**src/rtl/data_mem_ctrl.sv**
```systemverilog
// Multi-cycle data memory controller: accepts one load/store, waits WAIT cycles
// with Stall raised, then completes in a single DONE cycle with byte-lane writes.
module data_mem_ctrl #(
    parameter int DATA_W = 32,
    parameter int ADDR_W = 32,
    parameter int DEPTH  = 64,
    parameter int WAIT   = 2
) (
    input  logic                  clk,
    input  logic                  reset,
    input  logic                  MemRead,
    input  logic                  MemWrite,
    input  logic [DATA_W/8-1:0]   ByteEn,
    input  logic [ADDR_W-1:0]     DataAdr,
    input  logic [DATA_W-1:0]     WriteData,
    output logic [DATA_W-1:0]     ReadData,
    output logic                  Stall,
    output logic                  RdValid,
    output logic                  AddrErr
);

    localparam int LANES     = DATA_W / 8;
    localparam int LANE_BITS = (LANES > 1) ? $clog2(LANES) : 0;
    localparam int CW        = $clog2(WAIT + 1);
    localparam int IW        = (DEPTH > 1) ? $clog2(DEPTH) : 1;
    localparam logic [ADDR_W-1:0] DEPTH_A  = ADDR_W'(DEPTH);
    localparam logic [CW-1:0]     CNT_LOAD = CW'(WAIT - 1);
    localparam logic [CW-1:0]     CNT_ONE  = CW'(1);

    typedef enum logic [1:0] {IDLE, BUSY, DONE} state_t;

    state_t              state, state_next;
    logic [CW-1:0]       cnt, cnt_next;
    logic [ADDR_W-1:0]   adr_q;
    logic [DATA_W-1:0]   wdata_q;
    logic [LANES-1:0]    ben_q;
    logic                wr_q;

    logic                req;
    logic                fire;
    logic [ADDR_W-1:0]   acc_adr;
    logic [DATA_W-1:0]   acc_wdata;
    logic [LANES-1:0]    acc_ben;
    logic                acc_wr;
    logic [ADDR_W-1:0]   word_idx;
    logic                in_range;
    logic [IW-1:0]       mem_idx;

    logic [DATA_W-1:0]   mem [DEPTH];

    assign req = MemRead | MemWrite;

    // With WAIT=1 the access fires on the accept edge, so it must use the live
    // inputs; otherwise it uses the copy latched at accept.
    assign acc_adr   = (state == IDLE) ? DataAdr   : adr_q;
    assign acc_wdata = (state == IDLE) ? WriteData : wdata_q;
    assign acc_ben   = (state == IDLE) ? ByteEn    : ben_q;
    assign acc_wr    = (state == IDLE) ? MemWrite  : wr_q;

    assign word_idx = acc_adr >> LANE_BITS;
    assign in_range = (word_idx < DEPTH_A);
    assign mem_idx  = word_idx[IW-1:0];

    always_comb begin
        state_next = state;
        cnt_next   = cnt;
        fire       = 1'b0;
        unique case (state)
            IDLE: begin
                if (req) begin
                    if (CNT_LOAD == '0) begin
                        state_next = DONE;
                        fire       = 1'b1;
                    end else begin
                        state_next = BUSY;
                        cnt_next   = CNT_LOAD;
                    end
                end
            end
            BUSY: begin
                if (cnt > CNT_ONE) begin
                    cnt_next = cnt - CNT_ONE;
                end else begin
                    cnt_next   = '0;
                    state_next = DONE;
                    fire       = 1'b1;
                end
            end
            DONE:    state_next = IDLE;
            default: state_next = IDLE;
        endcase
    end

    always_ff @(posedge clk or negedge reset) begin
        if (!reset) begin
            state    <= IDLE;
            cnt      <= '0;
            adr_q    <= '0;
            wdata_q  <= '0;
            ben_q    <= '0;
            wr_q     <= 1'b0;
            ReadData <= '0;
            RdValid  <= 1'b0;
            AddrErr  <= 1'b0;
        end else begin
            state   <= state_next;
            cnt     <= cnt_next;
            RdValid <= fire & ~acc_wr;
            AddrErr <= fire & ~in_range;
            if (state == IDLE && req) begin
                adr_q   <= DataAdr;
                wdata_q <= WriteData;
                ben_q   <= ByteEn;
                wr_q    <= MemWrite;
            end
            if (fire && !acc_wr) begin
                ReadData <= in_range ? mem[mem_idx] : '0;
            end
        end
    end

    // Storage has no reset; gating on reset drops a write racing a reset assertion.
    always_ff @(posedge clk) begin
        if (reset && fire && acc_wr && in_range) begin
            for (int unsigned i = 0; i < LANES; i++) begin
                if (acc_ben[i]) begin
                    mem[mem_idx][8*i +: 8] <= acc_wdata[8*i +: 8];
                end
            end
        end
    end

    assign Stall = reset & (((state == IDLE) & req) | (state == BUSY));

endmodule
```
**config.mk**
```make
export PLATFORM = sky130hd
export DESIGN_NAME = data_mem_ctrl
export DESIGN_NICKNAME = d
export VERILOG_FILES = /design/src/rtl/data_mem_ctrl.sv
export SDC_FILE = /design/constraint.sdc
export NUM_CORES = 2
export LEC_CHECK = 0
export CORE_MARGIN = 4
export CORE_UTILIZATION = 50
export CTS_CLUSTER_DIAMETER = 60
export DETAILED_ROUTE_END_ITERATION = 8
export PLACE_DENSITY = 0.75
export SLEW_MARGIN = 10
export SYNTH_ARGS = -nofsm -noshare
export SYNTH_HDL_FRONTEND = slang
export SYNTH_SLANG_ARGS = --single-unit
```
**constraint.sdc**
```tcl
create_clock -name clk -period 7.4 [get_ports clk]
set_input_delay 1.11 -clock clk [delete_from_list [all_inputs] [get_ports clk]]
set_output_delay 1.11 -clock clk [all_outputs]
set_load 0.01 [all_outputs]
```
Word-level counts from Yosys, hierarchy flattened
Memories as Yosys holds them, arrays and structs flattened.
Index checks and enable logic that the tools add are counted.
{"block": "word_totals", "regBits": 107, "out_inout_bits": 35, "n_memories": 1, "ram_bits": 2048, "input_bits": 72}
{"block": "classes", "add_sub_neg": 1, "n_reduce_logical": 10, "bitwise_logic": 8, "mux": 24, "n_lt_le_gt_ge": 2, "eq_ne": 3}
{"memory": "mem", "words": 64, "word_bits": 32, "read_ports": 1, "rd_ports_with_merged_regs": 0, "wr": 1, "line_no": "49", "text": "logic [DATA_W-1:0] mem [DEPTH];"}
{"operator": "$mux 32", "n": 3}
{"operator": "$lt 30x7->1 const B", "n": 1}
{"operator": "$mux 1", "n": 15}
{"operator": "$pmux 2 s2", "n": 2}
{"operator": "$mux 2", "n": 3}
{"operator": "$logic_and 1x1->1", "n": 5}
{"operator": "$and 1x1->1", "n": 4}
{"operator": "$mux 4", "n": 1}
{"operator": "$ne 2x2->1 const B", "n": 2}
{"operator": "$reduce_and 2->1", "n": 2}
{"operator": "$eq 2x1->1 const B", "n": 1}
{"operator": "$gt 2x1->1 const B", "n": 1}
{"operator": "$logic_not 2->1", "n": 1}
{"operator": "$not 1->1", "n": 2}
{"operator": "$or 1x1->1", "n": 2}
{"operator": "$reduce_bool 2->1", "n": 1}
{"operator": "$sub 2x1->2 const B", "n": 1}
{"operator": "$logic_not 1->1", "n": 1}

Logic depth before layout (Yosys ltp)
{"block": "depth", "depth_word": 8, "mapped_depth": 13}

Least setup slack after synthesis
Ideal clock, no wire load.
{"block": "synth_timing", "path_kind": "input -> register", "from": "input DataAdr[4]", "to": "memory mem[18][0], enable pin", "slack_ns": 3.575, "stages": 9, "n_path_buf": 5, "arrival_ns": 3.441, "path_cell_list": "buf_2 -> or4b_4 -> o21ai_2 -> nand2_1 -> buf_4 -> buf_2 -> buf_2 -> buf_1 -> nor3_1"}
{"block": "synth_via", "elab_chain_len": 5}
{"item": "from (decl)", "line_no": "14", "text": "input logic [ADDR_W-1:0] DataAdr,"}
{"item": "$mux 32 *", "line_no": "55", "text": "assign acc_adr = (state == IDLE) ? DataAdr : adr_q;"}
{"item": "$lt 30x7->1", "line_no": "61", "text": "assign in_range = (word_idx < DEPTH_A);"}
{"item": "$logic_and 1x1->1", "line_no": "124", "text": "if (reset && fire && acc_wr && in_range) begin"}
{"item": "$mux 1", "line_no": "124"}
{"item": "$mux 1 (implied by the code)", "line_no": "127", "text": "mem[mem_idx][8*i +: 8] <= acc_wdata[8*i +: 8];"}
{"item": "to (decl)", "line_no": "49"}
Mark *: on every way between the ends. The rest lies on a longest branch, timed or not.

Final worst setup path
{"block": "layout_timing", "from": "register state[0]", "to": "memory mem[4][14], enable pin"}
{"block": "layout_via", "elab_chain_len": 7}
{"item": "from (decl)", "line_no": "32", "text": "state_t state, state_next;"}
{"item": "from (signal assigned)", "line_no": "106", "text": "state <= state_next;"}
{"item": "branches (longest 7 deep; another with $lt 30x7->1)"}
Parallel ways; which one is timed is not known.

==> results by stage <==
Run status:
- The run finished with clean final reports.

Global route:
- Entering global routing, the biggest net connects 142 pins.
- The first global-routing pass estimated 344 mm of wire.
- The number of antenna violations at the first check in global routing is 15.
- The via count of the first global-routing pass is between 50,000 and 60,000.
- The leftover overflow at the end of global routing is 0.
- The combined global-route utilization of all metal layers is 0.274.

Worst setup path:
- STA classifies the critical path startpoint as a flip-flop.
- STA puts the critical path data required time at 7.84 ns.
- The depth of the most critical reg-to-reg path is 5.
- The worst setup path is of the flip-flop to flip-flop kind.
- In this run the critical register-to-register path is captured at mem[4][14]$_DFFE_PP_.
- The most critical setup path has its endpoint at mem[4][14]$_DFFE_PP_.
- Data arrives at the worst endpoint at between 5 and 6 ns.
- In this run the critical register-to-register path is launched from state[0]$_DFFE_PN0P_.
- The setup check on the worst reg-to-reg path leaves a slack of 2.06 ns.
- Along the worst path, the maximum fanout reaches 30.
- STA classifies the critical path endpoint as a flip-flop.
- The critical path launch point is state[0]$_DFFE_PN0P_.

Placement:
- At the end of routability-driven placement, the weighted congestion stood at 0.842.
- The count of buffers added on input and output ports is 104.
- In this run, placement finished with an instance count of 7,457.
- Summed over all nets, the half-perimeter wirelength after detailed placement is 132 mm.

Drt:
- Once detail routing completed, the nets flagged for antenna violations numbered 0.
- Detailed routing placed a total of between 30 and 40 mm of wire on met3.
- The wire length reported by the detailed router is 236 mm.
- For this run, design rule violations remaining after detail routing come to 0.
- The sum of routed wire segments on met1 is roughly 82 mm.
- The first TritonRoute pass finished after 8 iterations.
- The met2 wirelength from detailed routing is 109 mm.
- The via total after detailed routing is ~53,000.
- The topmost layer with routed signal wires is met5.
- The via density per instance is 6.74.
- The initial DRC count is 8,984.
- In the final routed layout, each cell accounts on average for 30.2 um.

Layout:
- In the final layout, the share of cells above drive strength 1 is 0.116.
- From synthesis to final layout, the design area changed by 12.9%.
- Once layout is complete, the cells apart from fillers number between 7,000 and 8,000.
- The final layout contains 5,552 nets.

Logic synthesis:
- Yosys attributes the largest share of cell area to sky130_fd_sc_hd__edfxtp_1 75%, sky130_fd_sc_hd__o22ai_1 5.2%, sky130_fd_sc_hd__dfrtp_1 3.2%.
- The cell count after synthesis is 5,343.
- Synthesis inferred ~2,200 register bits.
- Summed over all instances, the cell type with the most area after synthesis is sky130_fd_sc_hd__edfxtp_1.
- The most used flip-flop cell after synthesis is sky130_fd_sc_hd__edfxtp_1.
- Counting flops with an async set or reset pin after synthesis yields a share of 0.0488.
- Counting instances in the post-synthesis netlist gives the leading cell types as 2,048 x sky130_fd_sc_hd__edfxtp_1, 680 x sky130_fd_sc_hd__o22ai_1, 568 x sky130_fd_sc_hd__nand2_1.
- The mean cell area of the mapped netlist is ~15 sq um.
- Yosys mapped a number of flops with a built-in enable equal to between 2,000 and 2,500.
- By instance count, the leading cell after synthesis is sky130_fd_sc_hd__edfxtp_1.
- The count of distinct cell types in the synthesized netlist is 85.
- The sequential fraction of the synthesis area is 0.784.
- The number of nets in the synthesized netlist is 5,415.
- The fraction of synthesized cell area taken by the top area cell type is 0.752.
- The number of warnings issued by yosys is 0.
- Summing every instance area after synthesis gives about 82,000 sq um.

Clocking:
- The clock-pin slew on the worst setup and hold paths is 0.06 ns.
- For this design, the CTS-stage hold fixing added 0 buffers.
- The worst-skew pair later-pin latency is 0.84 ns.
- The post-CTS setup buffer count is 0.
- CTS built an H-tree with a depth of 4.
- The longest clock path from root to sink contains 3 buffers.
- In this run the clock root is driven by a sky130_fd_sc_hd__clkbuf_16.
- TritonCTS built the clock tree.
- The total clock sinks is 2,153.
- The number of buffers inserted during clock tree synthesis is 196.
- Post-CTS repair changed the size of 0 cells.

Floorplan:
- The die covers 170,000 sq um.
- The total core area is 163,000 sq um.
- Pin placement for this block handled 107 I/O pins.
- The initial utilization of the core area, before any placement, comes to 0.503.
- In this run the core area contains approximately 150 standard-cell rows.
- The die boundary width is 413 um.
- The height of the chip is 413 um.

Timing:
- Setup violations remaining at the end of the flow were counted as 0.
- The final count of pins violating max slew is 0.
- After layout, the minimum clock period comes to 5.34 ns.
- The number of hold violations in the final report is 0.
- Timing would allow up to 187 MHz.
- The accumulated negative setup slack is 0 ns.
- Setup repair after global routing left no endpoint under its margin.
- The worst clock skew on the final layout is between 0.03 and 0.04 ns.
- The final cycle utilization of the critical path is 0.721.
- For the pin with the worst max-slew slack, the measured transition is 1.41 ns.
- In this run the tightest slew margin relative to its limit is 0.0451.

Pwr:
- The completed layout was analyzed and its total power is between 0.03 and 0.04 W.
- The worst vdd rail ir drop is 0.645 mV.
- The combinational fraction of design power is 0.337.
- The static leakage power is 29.2 nW.
- The share of total power dissipated in sequential elements is 0.411.
- The internal power of the cells totals 0.0245 W.
- The power per cell area is between 400 and 500 nW/um^2.
- The clock network power share is 0.253.
- The share of total power consumed by net switching is 0.376.
- The switching component of the power is 0.0148 W.

Min path:
- The min-delay analysis places its worst path in the category input port to async pin.

Run:
- The max-capacitance violation count is 0.
-- sequential cells by signal, indices dropped and copies added (netlist names) --
signal    count
mem        2048
wdata_q      32
ben_q         4
RdValid       1
adr_q        30
ReadData     32
state         2
wr_q          1
cnt           2
AddrErr       1
-- worst max-delay path, cell delays in order, from the launching register on --
cell                       delay (ns)
sky130_fd_sc_hd__dfrtp_1         0.69
sky130_fd_sc_hd__nor2_4          0.79
sky130_fd_sc_hd__mux2i_1         1.01
sky130_fd_sc_hd__nand2b_2        0.83
sky130_fd_sc_hd__buf_4           0.54
sky130_fd_sc_hd__nor3_1          1.05
-- worst min path at each step --
stage / start / to / cells after the start
6_report: reset / wdata_q[16]$_DFFE_PN0P_ / 1
5_1_grt: reset / wdata_q[16]$_DFFE_PN0P_ / 1
4_1_cts: reset / wdata_q[16]$_DFFE_PN0P_ / 1
3_5_place_dp: wdata_q[19]$_DFFE_PN0P_ / wdata_q[19]$_DFFE_PN0P_ / 2
3_3_place_gp: adr_q[10]$_DFFE_PN0P_ / adr_q[10]$_DFFE_PN0P_ / 2
2_1_floorplan: ben_q[0]$_DFFE_PN0P_ / ben_q[0]$_DFFE_PN0P_ / 2
-- power by group through the flow --
stage / sequential, W / clock (W) / combinational [W]
2_1_floorplan: 0.0164 / 0 / 0.00759
3_3_place_gp: 0.0164 / 0 / 0.0124
3_5_place_dp: 0.0164 / 0 / 0.0128
4_1_cts: 0.0162 / 0.00993 / 0.0128
5_1_grt: 0.0162 / 0.0105 / 0.0138
6_report: 0.0161 / 0.00993 / 0.0132
-- final cells by class --
cell class | instances | area [sq um]
Clock inverter | 97 | 822
Tap cell | 2175 | 2720
Sequential cell | 2153 | 64100
Clock buffer | 268 | 5410
Timing Repair Buffer | 354 | 3180
Multi-Input combinational cell | 2764 | 16000
Antenna cell | 8 | 20.0
Inverter | 11 | 41.3
Fill cell | 11900 | 70400
-- per-layer routing --
metal  vias up  GRT usage
li1      21600          -
met1     25900      0.368
met2      4451      0.413
met3       739     0.0651
met4        14      0.154
met5         -          0
-- kinds of logic (layout without fill, tap and decap cells) --
kind of cell / Yosys count / after routing / share of synthesized area
compound gates: 1394 / 1394 / 0.114
buf+inv: 426 / 730 / 0.0257
flops: 2153 / 2153 / 0.784
mux: 52 / 52 / 0.00659
other cells: 0 / 8 / 0
simple gates: 1318 / 1318 / 0.0702
-- per-stage QoR --
step	setup slack (ns)	util	hold slack, ns	instance area [sq um]
2_1_floorplan	3.58	-	0.446	81800
3_3_place_gp	1.77	0.528	0.460	85900
3_5_place_dp	1.67	0.528	0.463	85900
4_1_cts	2.21	0.566	0.252	92100
5_1_grt	1.96	0.567	0.298	92300
6_report	2.06	0.567	0.286	92400
-- placed cells by master, fill, tap and decap left out, types with 13 or more instances in the layout --
cell                              Yosys  routed
sky130_fd_sc_hd__clkdlybuf4s50_1      0     103
sky130_fd_sc_hd__a31oi_1             57      57
sky130_fd_sc_hd__clkinv_2             0      38
sky130_fd_sc_hd__o211ai_1            27      27
sky130_fd_sc_hd__nand2_2              2      27
sky130_fd_sc_hd__a21oi_1            127     127
sky130_fd_sc_hd__clkbuf_1           127      54
sky130_fd_sc_hd__a22o_1              13      13
sky130_fd_sc_hd__o21ai_1             13      13
sky130_fd_sc_hd__buf_4               40     229
sky130_fd_sc_hd__o221ai_1           123     123
sky130_fd_sc_hd__clkinv_1             0      33
sky130_fd_sc_hd__a221oi_1            17      17
sky130_fd_sc_hd__nor3_2               0      36
sky130_fd_sc_hd__edfxtp_1          2048    2048
sky130_fd_sc_hd__nand2_1            568     533
sky130_fd_sc_hd__nor2_1             259     250
sky130_fd_sc_hd__clkbuf_16            0     201
sky130_fd_sc_hd__o22ai_1            680     680
sky130_fd_sc_hd__clkbuf_8             0      13
sky130_fd_sc_hd__nor4_1              30      30
sky130_fd_sc_hd__o22a_1              21      21
sky130_fd_sc_hd__dfrtp_1            105     105
sky130_fd_sc_hd__nand3_1             83      83
sky130_fd_sc_hd__mux2i_1             46      46
sky130_fd_sc_hd__buf_12               0      21
sky130_fd_sc_hd__a32oi_1             30      30
sky130_fd_sc_hd__o21ai_0            161     160
sky130_fd_sc_hd__a32o_1              19      19
sky130_fd_sc_hd__nor3_1             317     281
(Power assumes the default switching activity.)
